`src/rtl/seg7_scan_display_pkg.sv`:
```
// Shared constants for the seven-segment debug display: widths and the
// active-high {g,f,e,d,c,b,a} patterns for each hex digit.
package seg7_scan_display_pkg;

    localparam int unsigned SEG_WIDTH = 7;
    localparam int unsigned DIGITS    = 8;

    localparam logic [SEG_WIDTH-1:0] SEG_HEX_0 = 7'h3F;
    localparam logic [SEG_WIDTH-1:0] SEG_HEX_1 = 7'h06;
    localparam logic [SEG_WIDTH-1:0] SEG_HEX_2 = 7'h5B;
    localparam logic [SEG_WIDTH-1:0] SEG_HEX_3 = 7'h4F;
    localparam logic [SEG_WIDTH-1:0] SEG_HEX_4 = 7'h66;
    localparam logic [SEG_WIDTH-1:0] SEG_HEX_5 = 7'h6D;
    localparam logic [SEG_WIDTH-1:0] SEG_HEX_6 = 7'h7D;
    localparam logic [SEG_WIDTH-1:0] SEG_HEX_7 = 7'h07;
    localparam logic [SEG_WIDTH-1:0] SEG_HEX_8 = 7'h7F;
    localparam logic [SEG_WIDTH-1:0] SEG_HEX_9 = 7'h6F;
    localparam logic [SEG_WIDTH-1:0] SEG_HEX_A = 7'h77;
    localparam logic [SEG_WIDTH-1:0] SEG_HEX_B = 7'h7C;
    localparam logic [SEG_WIDTH-1:0] SEG_HEX_C = 7'h39;
    localparam logic [SEG_WIDTH-1:0] SEG_HEX_D = 7'h5E;
    localparam logic [SEG_WIDTH-1:0] SEG_HEX_E = 7'h79;
    localparam logic [SEG_WIDTH-1:0] SEG_HEX_F = 7'h71;

endpackage

```
`src/rtl/hex7seg_decode.sv`:
```
// Combinational nibble to seven-segment decoder, active-high segments.
module hex7seg_decode
    import seg7_scan_display_pkg::*;
(
    input  logic [3:0]           nibble_i,
    output logic [SEG_WIDTH-1:0] seg_o
);

    always_comb begin
        seg_o = '0;
        unique case (nibble_i)
            4'h0: seg_o = SEG_HEX_0;
            4'h1: seg_o = SEG_HEX_1;
            4'h2: seg_o = SEG_HEX_2;
            4'h3: seg_o = SEG_HEX_3;
            4'h4: seg_o = SEG_HEX_4;
            4'h5: seg_o = SEG_HEX_5;
            4'h6: seg_o = SEG_HEX_6;
            4'h7: seg_o = SEG_HEX_7;
            4'h8: seg_o = SEG_HEX_8;
            4'h9: seg_o = SEG_HEX_9;
            4'hA: seg_o = SEG_HEX_A;
            4'hB: seg_o = SEG_HEX_B;
            4'hC: seg_o = SEG_HEX_C;
            4'hD: seg_o = SEG_HEX_D;
            4'hE: seg_o = SEG_HEX_E;
            4'hF: seg_o = SEG_HEX_F;
        endcase
    end

endmodule

```
`src/rtl/seg7_scan_display.sv`:
```
// Holds a 32-bit debug value and scans it as 8 hex digits onto a multiplexed
// seven-segment display, with leading-zero blanking, freeze and decimal points.
module seg7_scan_display
    import seg7_scan_display_pkg::*;
#(
    parameter int unsigned SCAN_DIV   = 100000,
    parameter int unsigned NUM_DIGITS = 8,
    parameter bit          ACTIVE_LOW = 1'b0
) (
    input  logic                 clk,
    input  logic                 rst,
    input  logic [31:0]          value,
    input  logic                 load,
    input  logic                 freeze,
    input  logic                 blank_lz,
    input  logic [DIGITS-1:0]    dp_mask,
    output logic [SEG_WIDTH-1:0] seg,
    output logic                 dp,
    output logic [DIGITS-1:0]    an,
    output logic [31:0]          shown
);

    localparam int unsigned DivW = $clog2(SCAN_DIV);
    localparam int unsigned IdxW = $clog2(NUM_DIGITS);

    logic [31:0]          shown_q, shown_d;
    logic [DivW-1:0]      div_q, div_d;
    logic [IdxW-1:0]      idx_q, idx_d;
    logic [SEG_WIDTH-1:0] seg_q, seg_d;
    logic                 dp_q, dp_d;
    logic [DIGITS-1:0]    an_q, an_d;

    logic [3:0]           nibble;
    logic [SEG_WIDTH-1:0] dec_seg;
    logic [31:0]          upper;
    logic                 lz_blank;
    logic                 div_wrap;

    assign nibble = shown_q[{idx_q, 2'b00} +: 4];

    hex7seg_decode u_dec (
        .nibble_i (nibble),
        .seg_o    (dec_seg)
    );

    always_comb begin
        shown_d = (load && !freeze) ? value : shown_q;

        div_wrap = (div_q == DivW'(SCAN_DIV - 1));
        div_d    = div_wrap ? '0 : div_q + 1'b1;
        idx_d    = idx_q;
        if (div_wrap) begin
            idx_d = (idx_q == IdxW'(NUM_DIGITS - 1)) ? '0 : idx_q + 1'b1;
        end

        // Blank a digit when it and every digit above it are zero; digit 0 always shows.
        upper    = shown_q >> {idx_q, 2'b00};
        lz_blank = blank_lz && (idx_q != '0) && (upper == 32'd0);

        seg_d = (lz_blank ? '0 : dec_seg) ^ {SEG_WIDTH{ACTIVE_LOW}};
        an_d  = (DIGITS'(1) << idx_q) ^ {DIGITS{ACTIVE_LOW}};
        dp_d  = dp_mask[idx_q] ^ ACTIVE_LOW;
    end

    always_ff @(posedge clk) begin
        if (rst) begin
            shown_q <= '0;
            div_q   <= '0;
            idx_q   <= '0;
            seg_q   <= {SEG_WIDTH{ACTIVE_LOW}};
            dp_q    <= ACTIVE_LOW;
            an_q    <= {DIGITS{ACTIVE_LOW}};
        end else begin
            shown_q <= shown_d;
            div_q   <= div_d;
            idx_q   <= idx_d;
            seg_q   <= seg_d;
            dp_q    <= dp_d;
            an_q    <= an_d;
        end
    end

    assign seg   = seg_q;
    assign dp    = dp_q;
    assign an    = an_q;
    assign shown = shown_q;

endmodule
```
`config.mk`:
```
export PLATFORM = sky130hd
export DESIGN_NAME = seg7_scan_display
export DESIGN_NICKNAME = d
export VERILOG_FILES = /design/src/rtl/seg7_scan_display_pkg.sv /design/src/rtl/hex7seg_decode.sv /design/src/rtl/seg7_scan_display.sv
export SDC_FILE = /design/constraint.sdc
export NUM_CORES = 1
export LEC_CHECK = 0
export CAP_MARGIN = 0
export CORE_UTILIZATION = 52
export CTS_CLUSTER_SIZE = 40
export DETAILED_ROUTE_END_ITERATION = 6
export PLACE_DENSITY = 0.85
export SYNTH_ARGS = -nofsm -noshare
export SYNTH_HDL_FRONTEND = slang
export SYNTH_HIERARCHICAL = 1
export SYNTH_SLANG_ARGS = --single-unit
export TNS_END_PERCENT = 10
```
`constraint.sdc`:
```
create_clock -name clk -period 6 [get_ports clk]
set_clock_uncertainty 0.2 [all_clocks]
set_input_delay 0.9 -clock clk [delete_from_list [all_inputs] [get_ports clk]]
set_output_delay 0.9 -clock clk [all_outputs]
set_load 0.01 [all_outputs]
```
# After elaboration in Yosys (flattened, before gate mapping)
# Memory sizes are Yosys's and may differ from the RTL's. A register that Yosys moved wholly into a read port is not among the register bits.
# Index checks and enable logic that the tools add are counted.
[totals] n_memories=1 register_bits=61 word_cells=25 output_inout_bits=48 input_bits=45 romBits=112
[classes] muxes=3 n_eq_ne=2 reduce_logical=8 shifts=3 addsub=2 n_lt_le_gt_ge=1
[memory_table] memory="(name not given)" words=16 word_bits=7 rd=1 rd_clocked_by_memory_dff=1 write_ports=0 line="hex7seg_decode.sv:11" text="unique case (nibble_i)"
[op_table] op="32-bit logical NOT" count=1
[op_table] op="32-bit by 6-bit indexed part select with 4-bit output" count=1
[op_table] op="32-bit by 5-bit >> shifter with 32-bit output" count=1
[op_table] op="17-bit by 1-bit adder with 17-bit output, second input constant" count=1
[op_table] op="17-bit == test, second input constant" count=1
[op_table] op="1-bit by 3-bit << shifter with 8-bit output, first input constant" count=1
[op_table] op="3-bit by 4-bit less-than comparator with 1-bit output, second input constant" count=1
[op_table] op="2-bit OR reduction" count=2
[op_table] op="3-bit by 1-bit adder with 3-bit output, second input constant" count=1
[op_table] op="1-bit binary-select mux with 3-bit select" count=1
[op_table] op="3-bit == test, second input constant" count=1
[op_table] op="1-bit logical AND" count=3
[op_table] op="3-bit two-way mux" count=1
[op_table] op="3-bit nonzero test" count=1
[op_table] op="1-bit logical NOT" count=1
[op_table] op="1-bit two-way mux" count=1

# Logic depth before layout (Yosys ltp)
# Gate-level depths: netlist (run 1).
[logic_depth] depth_word=4 depth_mapped=10 mapped_depth_nobuf=8

# Modules after synthesis
# Netlist (run 1), hierarchy kept.
[by_module_without_submodules] mod="seg7_scan_display" n_inst=1 seq_area_each_um2=1361.3 area_each_um2=3139.3 cells_each=361
[by_module_without_submodules] mod="hex7seg_decode" n_inst=1 seq_area_each_um2=0.0 area_each_um2=287.8 cells_each=33

# Least setup slack after synthesis (run 1)
# No wires, ideal clock.
[synth_path] kind="register to register" from="register idx_q[0]" to="register seg_q[3] (netlist: seg[3])" arrival_ns=2.287 path_buffers=3 stages_incl_launch_ff=10 synth_period_minus_slack_ns=2.608 t_required_ns=5.679 setup_ns=0.121 slack_ns=3.392 path_cell_list="dfxtp_1 > buf_4 > buf_6 > mux4_2 > mux2_2 > buf_6 > inv_2 > mux4_2 > nand2b_1 > a21oi_1"
[synth_via] word_cells_on_any_way=7 cone_classes="shift (2); reduce/logical (5)"
[synth_rtl] item="start, declared" line="seg7_scan_display.sv:28" text="logic [IdxW-1:0] idx_q, idx_d;"
[synth_rtl] item="start signal, assigned" line="seg7_scan_display.sv:76" text="idx_q <= idx_d;"
[synth_rtl] item="32-bit by 6-bit indexed part select with 4-bit output" line="seg7_scan_display.sv:39" text="assign nibble = shown_q[{idx_q, 2'b00} +: 4];"
[synth_rtl] item="net nibble[2]" line="seg7_scan_display.sv:33" text="logic [3:0] nibble;"
[synth_rtl] item="end, declared" line="seg7_scan_display.sv:29" text="logic [SEG_WIDTH-1:0] seg_q, seg_d;"
# The timed path passes the listed nets, and every way through them passes these cells.
# A chain may end at the register's enable or synchronous reset.

# Worst setup path after layout (run 1)
[layout_path] from="register idx_q[1]" to="register seg_q[3] (netlist: seg[3])"
# The elaborated chain is that of the path after synthesis.

==> reports/metrics.cfg, run 1 <==
[synth]
yosys-top-cells-area = dfxtp_1 (40%), nand2_1 (7.9%), mux4_2 (6.6%)
yosysUniqueCellTypes = 44
synthCells = 394
yosys_warnings = 6
yosysTopAreaCell = dfxtp_1
synth-seq-area-share_pct = 39.7
ys_ff_latch = 68
synthFlopType = dfxtp_1
syn_area_per_cell_um2 = 8.70
synth_top_area_share_pct = 39.7
synth.net_count = 452
synth_edf_count = 0
async_flop_share_pct = 0
syn-cell-area_mm2 = 0.00343

[clock_tree]
cts_hold_buf = 0
cts_sinks = 68
cts_tree = yes
cts_setup_buffers = 0
htree_levels = 3
cts.clk_slew.worst_paths_ns = 0.07
ctsResizeCount = 0
clk_latency_ns = 0.34
numCtsBuffers = 9
ctsRootBufferMaster = clkbuf_8
cts_buffer_depth = 2

[power]
powerDensity_mw_per_mm2 = 227
peakVddDrop_v = 0.000253
p_leak_nw = 1.66

[place]
place_ws_ns = 3.11
port_buffers = 92
dp_hpwl_mm = 5.73
gp_congestion = 0.871

[die]
num_rows = 29
die_x_um = 83.2
core_area_mm2 = 0.00635
start_util_pct = 54.0
num_io_pins = 93
die-height_um = 83.2
die-area_mm2 = 0.00692

[timing]
timing.final.ws_setup_ns = 3.08
hold_viol_final = 0
setup_tns_ns = 0
worstMarginPinSlew_ns = 1.16
rsz0062_at_grt = no
max_freq_mhz = 342
slew_violations = 0
setup_viol = 0
slew_headroom_pct = 22.3
fin_crit_sh_pct = 48.7
fin_crit_ns = 2.92

[setup_path]
max_stage_delay_ns = 0.58
criticalPathCategory = flop to flop
crit_end = seg[3]
cp-start-kind = flop
crit_fanout = 32
reg2reg_setup_slack_ns = 3.08
setup.worst_path.end_class = flop
r2r_end = seg[3]
cp_num_buf_inv = 3
critPathArrivalTime_ns = 2.95
worst-path-stages = 9
crit_required_ns = 6.02
ff2ff_path_depth = 9
r2r_start = idx_q[1]
crit_family = multiplexers
crit_slowest_cell = mux4_2
crit_chain = buf_4 > mux4_2 > mux2_2 > inv_1 > ha_1 > inv_1 > mux4_2 > nand2b_1 > a21oi_1
startpoint = idx_q[1]

[final_layout]
fin_nets = 535
final_common_cell = clkdlybuf4s50_1
fin_util_pct = 71.6
fillers = 473
antenna_cells = 0
final_cell_mix = clkdlybuf4s50_1 (92), nand2_1 (72), dfxtp_1 (68)
area_growth_pct = 32.7
drive_above_1_share_pct = 8.71

[drt]
drt-total-wl_mm = 8.14
routedWlPerCell_um = 14.6
vias = 3056
drcViolationCount = 0
wl_met3_um = 430
drtIter0Drc = 242
highest_layer = met4
drt_pass1_iterations = 4
ant_nets = 0
dr_wl_met2_mm = 4.10
via_per_inst = 5.47
wl_met1_mm = 3.49

[global_routing]
grt_overflow = 0
antenna_found_initial = 0
grt_pass1_wl_mm = 13.8
grt_max_degree = 47
grt_pass1_vias = 3032
grt_use_total_pct = 24.6

[status]
status = complete, no violations

[worst_hold_path]
hold_path.class = flop to flop

[run]
cap_violations = 0

-- cell type report --
class / count / area (um2) / area share (%)
Clock inverter: 5 / 75.1 / 1.65
Sequential cell: 68 / 1360 / 29.9
Multi-Input combinational cell: 292 / 1890 / 41.6
Timing Repair Buffer: 95 / 943 / 20.7
Tap cell: 77 / 96.3 / 2.12
Inverter: 11 / 41.3 / 0.908
Clock buffer: 11 / 141 / 3.11
-- cell families after synthesis --
logic type	Yosys count	synth area share (%)
muxes	27	12.3
DFF	68	39.7
xor gates and xnor gates	15	3.83
and+or+nand+nor	173	23.2
AOI/OAI and AO/OA	64	11.0
buffers and inverters	34	5.18
adders and majority gates	13	4.75
-- routing by layer --
metal	global-route usage [%]	vias up
li1	-	1514
met1	28.8	1434
met3	6.76	15
met4	9.25	0
met5	0	-
met2	42.9	93
-- power by group --
part	total (mW)	switching, mW	internal, mW
clock network	0.409	0.166	0.243
registers	0.484	0.0165	0.468
logic	0.141	0.0606	0.0805
total	1.03	0.243	0.791
-- worst min-delay path by stage --
stage	startpoint	end	slack [ns]	cells past startpoint
3_3_place_gp	div_q[0]	div_q[0]	0.22	1
2_1_floorplan	div_q[0]	div_q[0]	0.21	1
4_1_cts	div_q[0]	div_q[0]	0.26	1
3_5_place_dp	div_q[0]	div_q[0]	0.24	1
6_report	div_q[0]	div_q[0]	0.26	1
5_1_grt	div_q[0]	div_q[0]	0.30	1
-- worst register-to-register path, delay by kind of cell, from the launching register on --
kind	cells	cell delay [ns]
muxes	3	1.35
AOI/OAI and AO/OA	1	0.04
buffers and inverters	3	0.56
DFF	1	0.33
adders and majority gates	1	0.26
and+or+nand+nor	1	0.09
-- state kept, by name, summed over array words and instances (netlist names) --
signal  flops
div_q      17
dp          1
an          8
seg         7
idx_q       3
shown      32
-- stage by stage --
step | instance area, um2 | power (mW) | hold slack, ns | cells
after global placement | 4330 | 0.631 | 0.222 | 543
after global routing | 4550 | 1.07 | 0.304 | 559
after detailed placement | 4330 | 0.634 | 0.242 | 543
final | 4550 | 1.03 | 0.259 | 559
after floorplan | 3430 | 0.563 | 0.211 | 394
after CTS | 4550 | 1.04 | 0.258 | 559
-- synth_stat cells (2+ instances only) --
| cell type | instances |
|---|---|
| a211oi_1 | 3 |
| a21oi_1 | 44 |
| a22oi_1 | 2 |
| a31oi_1 | 2 |
| and2_1 | 10 |
| and3_1 | 2 |
| and4_1 | 2 |
| buf_1 | 2 |
| buf_4 | 5 |
| buf_6 | 4 |
| clkbuf_1 | 11 |
| dfxtp_1 | 68 |
| ha_1 | 13 |
| inv_1 | 10 |
| mux2_2 | 7 |
| mux2i_1 | 8 |
| mux4_2 | 10 |
| nand2_1 | 72 |
| nand2b_1 | 9 |
| nand3_1 | 7 |
| nand4_1 | 3 |
| nor2_1 | 42 |
| nor2b_1 | 5 |
| nor3_1 | 10 |
| nor4_1 | 7 |
| nor4b_1 | 2 |
| o21ai_0 | 3 |
| o22ai_1 | 2 |
| xnor2_1 | 9 |
| xor2_1 | 6 |
No activity file was read; power rests on OpenSTA's default activity.
==> inputs of run 2 (changes only) <==
--- a/config.mk
+++ b/config.mk
@@ -6,10 +6,10 @@
 export NUM_CORES = 1
 export LEC_CHECK = 0
 export CAP_MARGIN = 0
-export CORE_UTILIZATION = 52
+export CORE_UTILIZATION = 48
 export CTS_CLUSTER_SIZE = 40
 export DETAILED_ROUTE_END_ITERATION = 6
-export PLACE_DENSITY = 0.85
+export PLACE_DENSITY = 0.8
 export SYNTH_ARGS = -nofsm -noshare
 export SYNTH_HDL_FRONTEND = slang
 export SYNTH_HIERARCHICAL = 1
==> constraint.sdc (replaced) <==
create_clock -name clk -period 2.8 [get_ports clk]
set_clock_uncertainty 0.2 [all_clocks]
set_input_delay 0.42 -clock clk [delete_from_list [all_inputs] [get_ports clk]]
set_output_delay 0.42 -clock clk [all_outputs]
set_load 0.01 [all_outputs]
==> reports/metrics.cfg, run 2 (synthesized netlist as in run 1, its figures left out) <==
[global_routing]
grt_pass1_vias = 2880  ; -5.0%
grt_use_total_pct = 23.4  ; -1.3 points
antenna_found_initial = 0  ; unchanged
grt_overflow = 0  ; unchanged
grt_pass1_wl_mm = 13.5  ; -2.2%
grt_max_degree = 46  ; -2.1%

[worst_hold_path]
hold_depth = 1  ; unchanged
min_to = div_q[0]
min_from = div_q[0]
hold_path.class = flop to flop

[setup_path]
crit_required_ns = 2.82  ; -3.20 ns
criticalPathCategory = flop to flop
ff2ff_path_depth = 7  ; -2
r2r_start = idx_q[0]
r2r_end = seg[3]
setup.worst_path.end_class = flop
cp-start-kind = flop
reg2reg_setup_slack_ns = 0.14  ; -2.94 ns
critPathArrivalTime_ns = 2.68  ; -0.27 ns
crit_fanout = 5  ; -84%

[clock_tree]
cts.clk_slew.worst_paths_ns = 0.07  ; about the same
numCtsBuffers = 9  ; unchanged
clk_latency_ns = 0.34  ; about the same
ctsRootBufferMaster = clkbuf_8
htree_levels = 3  ; unchanged
cts_tree = yes
cts_sinks = 68  ; unchanged
cts_buffer_depth = 2  ; unchanged

[final_layout]
antenna_cells = 0  ; unchanged
final_common_cell = clkdlybuf4s50_1
largest_register_ffs = 32  ; unchanged
final_cell_mix = clkdlybuf4s50_1 (92), nand2_1 (72), dfxtp_1 (66)
fin_nets = 543  ; +1.5%
area_growth_pct = 34.7
layout.cells.non_filler = 585  ; +4.7%
drive_above_1_share_pct = 10.0  ; +1.3 points

[die]
core_area_mm2 = 0.00683  ; +7.6%
die_x_um = 86.5  ; +4.0%
num_io_pins = 93  ; unchanged
die-area_mm2 = 0.00748  ; +8.1%
die-height_um = 86.5  ; +4.0%
start_util_pct = 50.2  ; -3.8 points
num_rows = 30  ; +3.4%

[timing]
hold_viol_final = 0  ; unchanged
slew_headroom_pct = 62.8  ; +41 points
slew_violations = 0  ; unchanged
fin_crit_sh_pct = 95.0  ; +46 points
setup_viol = 0  ; unchanged
fin_crit_ns = 2.66  ; -0.262 ns
rsz0062_at_grt = no
setup_tns_ns = 0  ; unchanged
max_freq_mhz = 376  ; +9.8%
worstMarginPinSlew_ns = 0.558  ; -0.603 ns

[power]
peakVddDrop_v = 0.000262  ; +3.6%
p_leak_nw = 1.69  ; +1.6%
finalPower_mw = 2.13  ; +110%
powerDensity_mw_per_mm2 = 460  ; +100%

[drt]
ant_nets = 0  ; unchanged
drtIter0Drc = 132  ; -45%
drt_pass1_iterations = 4  ; unchanged
drt-total-wl_mm = 8.36  ; +2.6%
via_per_inst = 5.29  ; -3.3%
vias = 3093  ; +1.2%
routedWlPerCell_um = 14.3  ; -1.9%
drcViolationCount = 0  ; unchanged

[place]
dp_hpwl_mm = 6.18  ; +7.8%
dp_cells = 570  ; +5.0%
port_buffers = 92  ; unchanged
gp_congestion = 0.939  ; +7.9%

[run]
cap_violations = 0  ; unchanged

[status]
status = complete, no violations

[run 2: cell types whose count changed in the layout (fill, tap and decap cells not counted)]
cell       change
buf_4          +7
clkbuf_1       +2
bufinv_16      -1
buf_12         +1
dfxtp_1        -2
dfxtp_2        +2
clkinv_2       -2
[run 2: worst max-delay path by stage]
stage	startpoint	end	slack [ns]
floorplan	idx_q[0]	seg[3]	0.19
global placement	idx_q[0]	seg[3]	0.17
detailed placement	idx_q[0]	seg[3]	0.11
CTS	idx_q[0]	seg[3]	0.08
global route	idx_q[0]	seg[3]	0.05
finish	idx_q[0]	seg[3]	0.14
[run 2: layer usage]
metal  up-vias  share of wire, %  global-route usage, %
met5         -                 0                      0
met4         0               1.8                   10.2
met3        16               5.6                   5.24
met2       107                51                   39.8
met1      1438                42                   28.3
li1       1532                 -                      -
[run 2: what timing repair did]
action,in CTS,in global routing
endpoints found under the setup margin,0,2
gates resized for setup,0,2
endpoints found under the hold margin,0,0
hold buffers,0,0
setup buffers,0,0
[run 2: cell type report]
class / count / area [um2]
clock buffer: 13 / 149
clock inverter: 2 / 35.0
fill: 585 / 2220
inverter: 11 / 41.3
multi-input combinational: 292 / 1890
sequential: 68 / 1360
tap: 96 / 120
timing repair buffer: 103 / 1020
[run 2: worst max-delay path, cell delays in order, from the launching register on]
cell      delay, ns
dfxtp_2        0.40
mux4_1         0.61
mux2_2         0.34
inv_1          0.15
ha_1           0.27
mux4_2         0.45
nand2b_1       0.08
a21oi_1        0.04
[run 2: power by group]
| part | total, mW | internal (mW) | switching (mW) |
|---|---|---|---|
| combinational | 0.312 | 0.178 | 0.134 |
| sequential | 1.04 | 1.00 | 0.0335 |
| clock | 0.778 | 0.431 | 0.347 |
[run 2: through the flow]
stage          area [um2]  setup WS, ns  utilization [%]  hold slack [ns]
6_report             4620         0.141             67.6            0.242
5_1_grt              4620        0.0523             67.6            0.290
4_1_cts              4610        0.0765             67.5            0.242
3_5_place_dp         4430         0.107             64.8            0.232
3_3_place_gp         4430         0.168             64.8            0.224
2_1_floorplan        3430         0.192                -            0.211
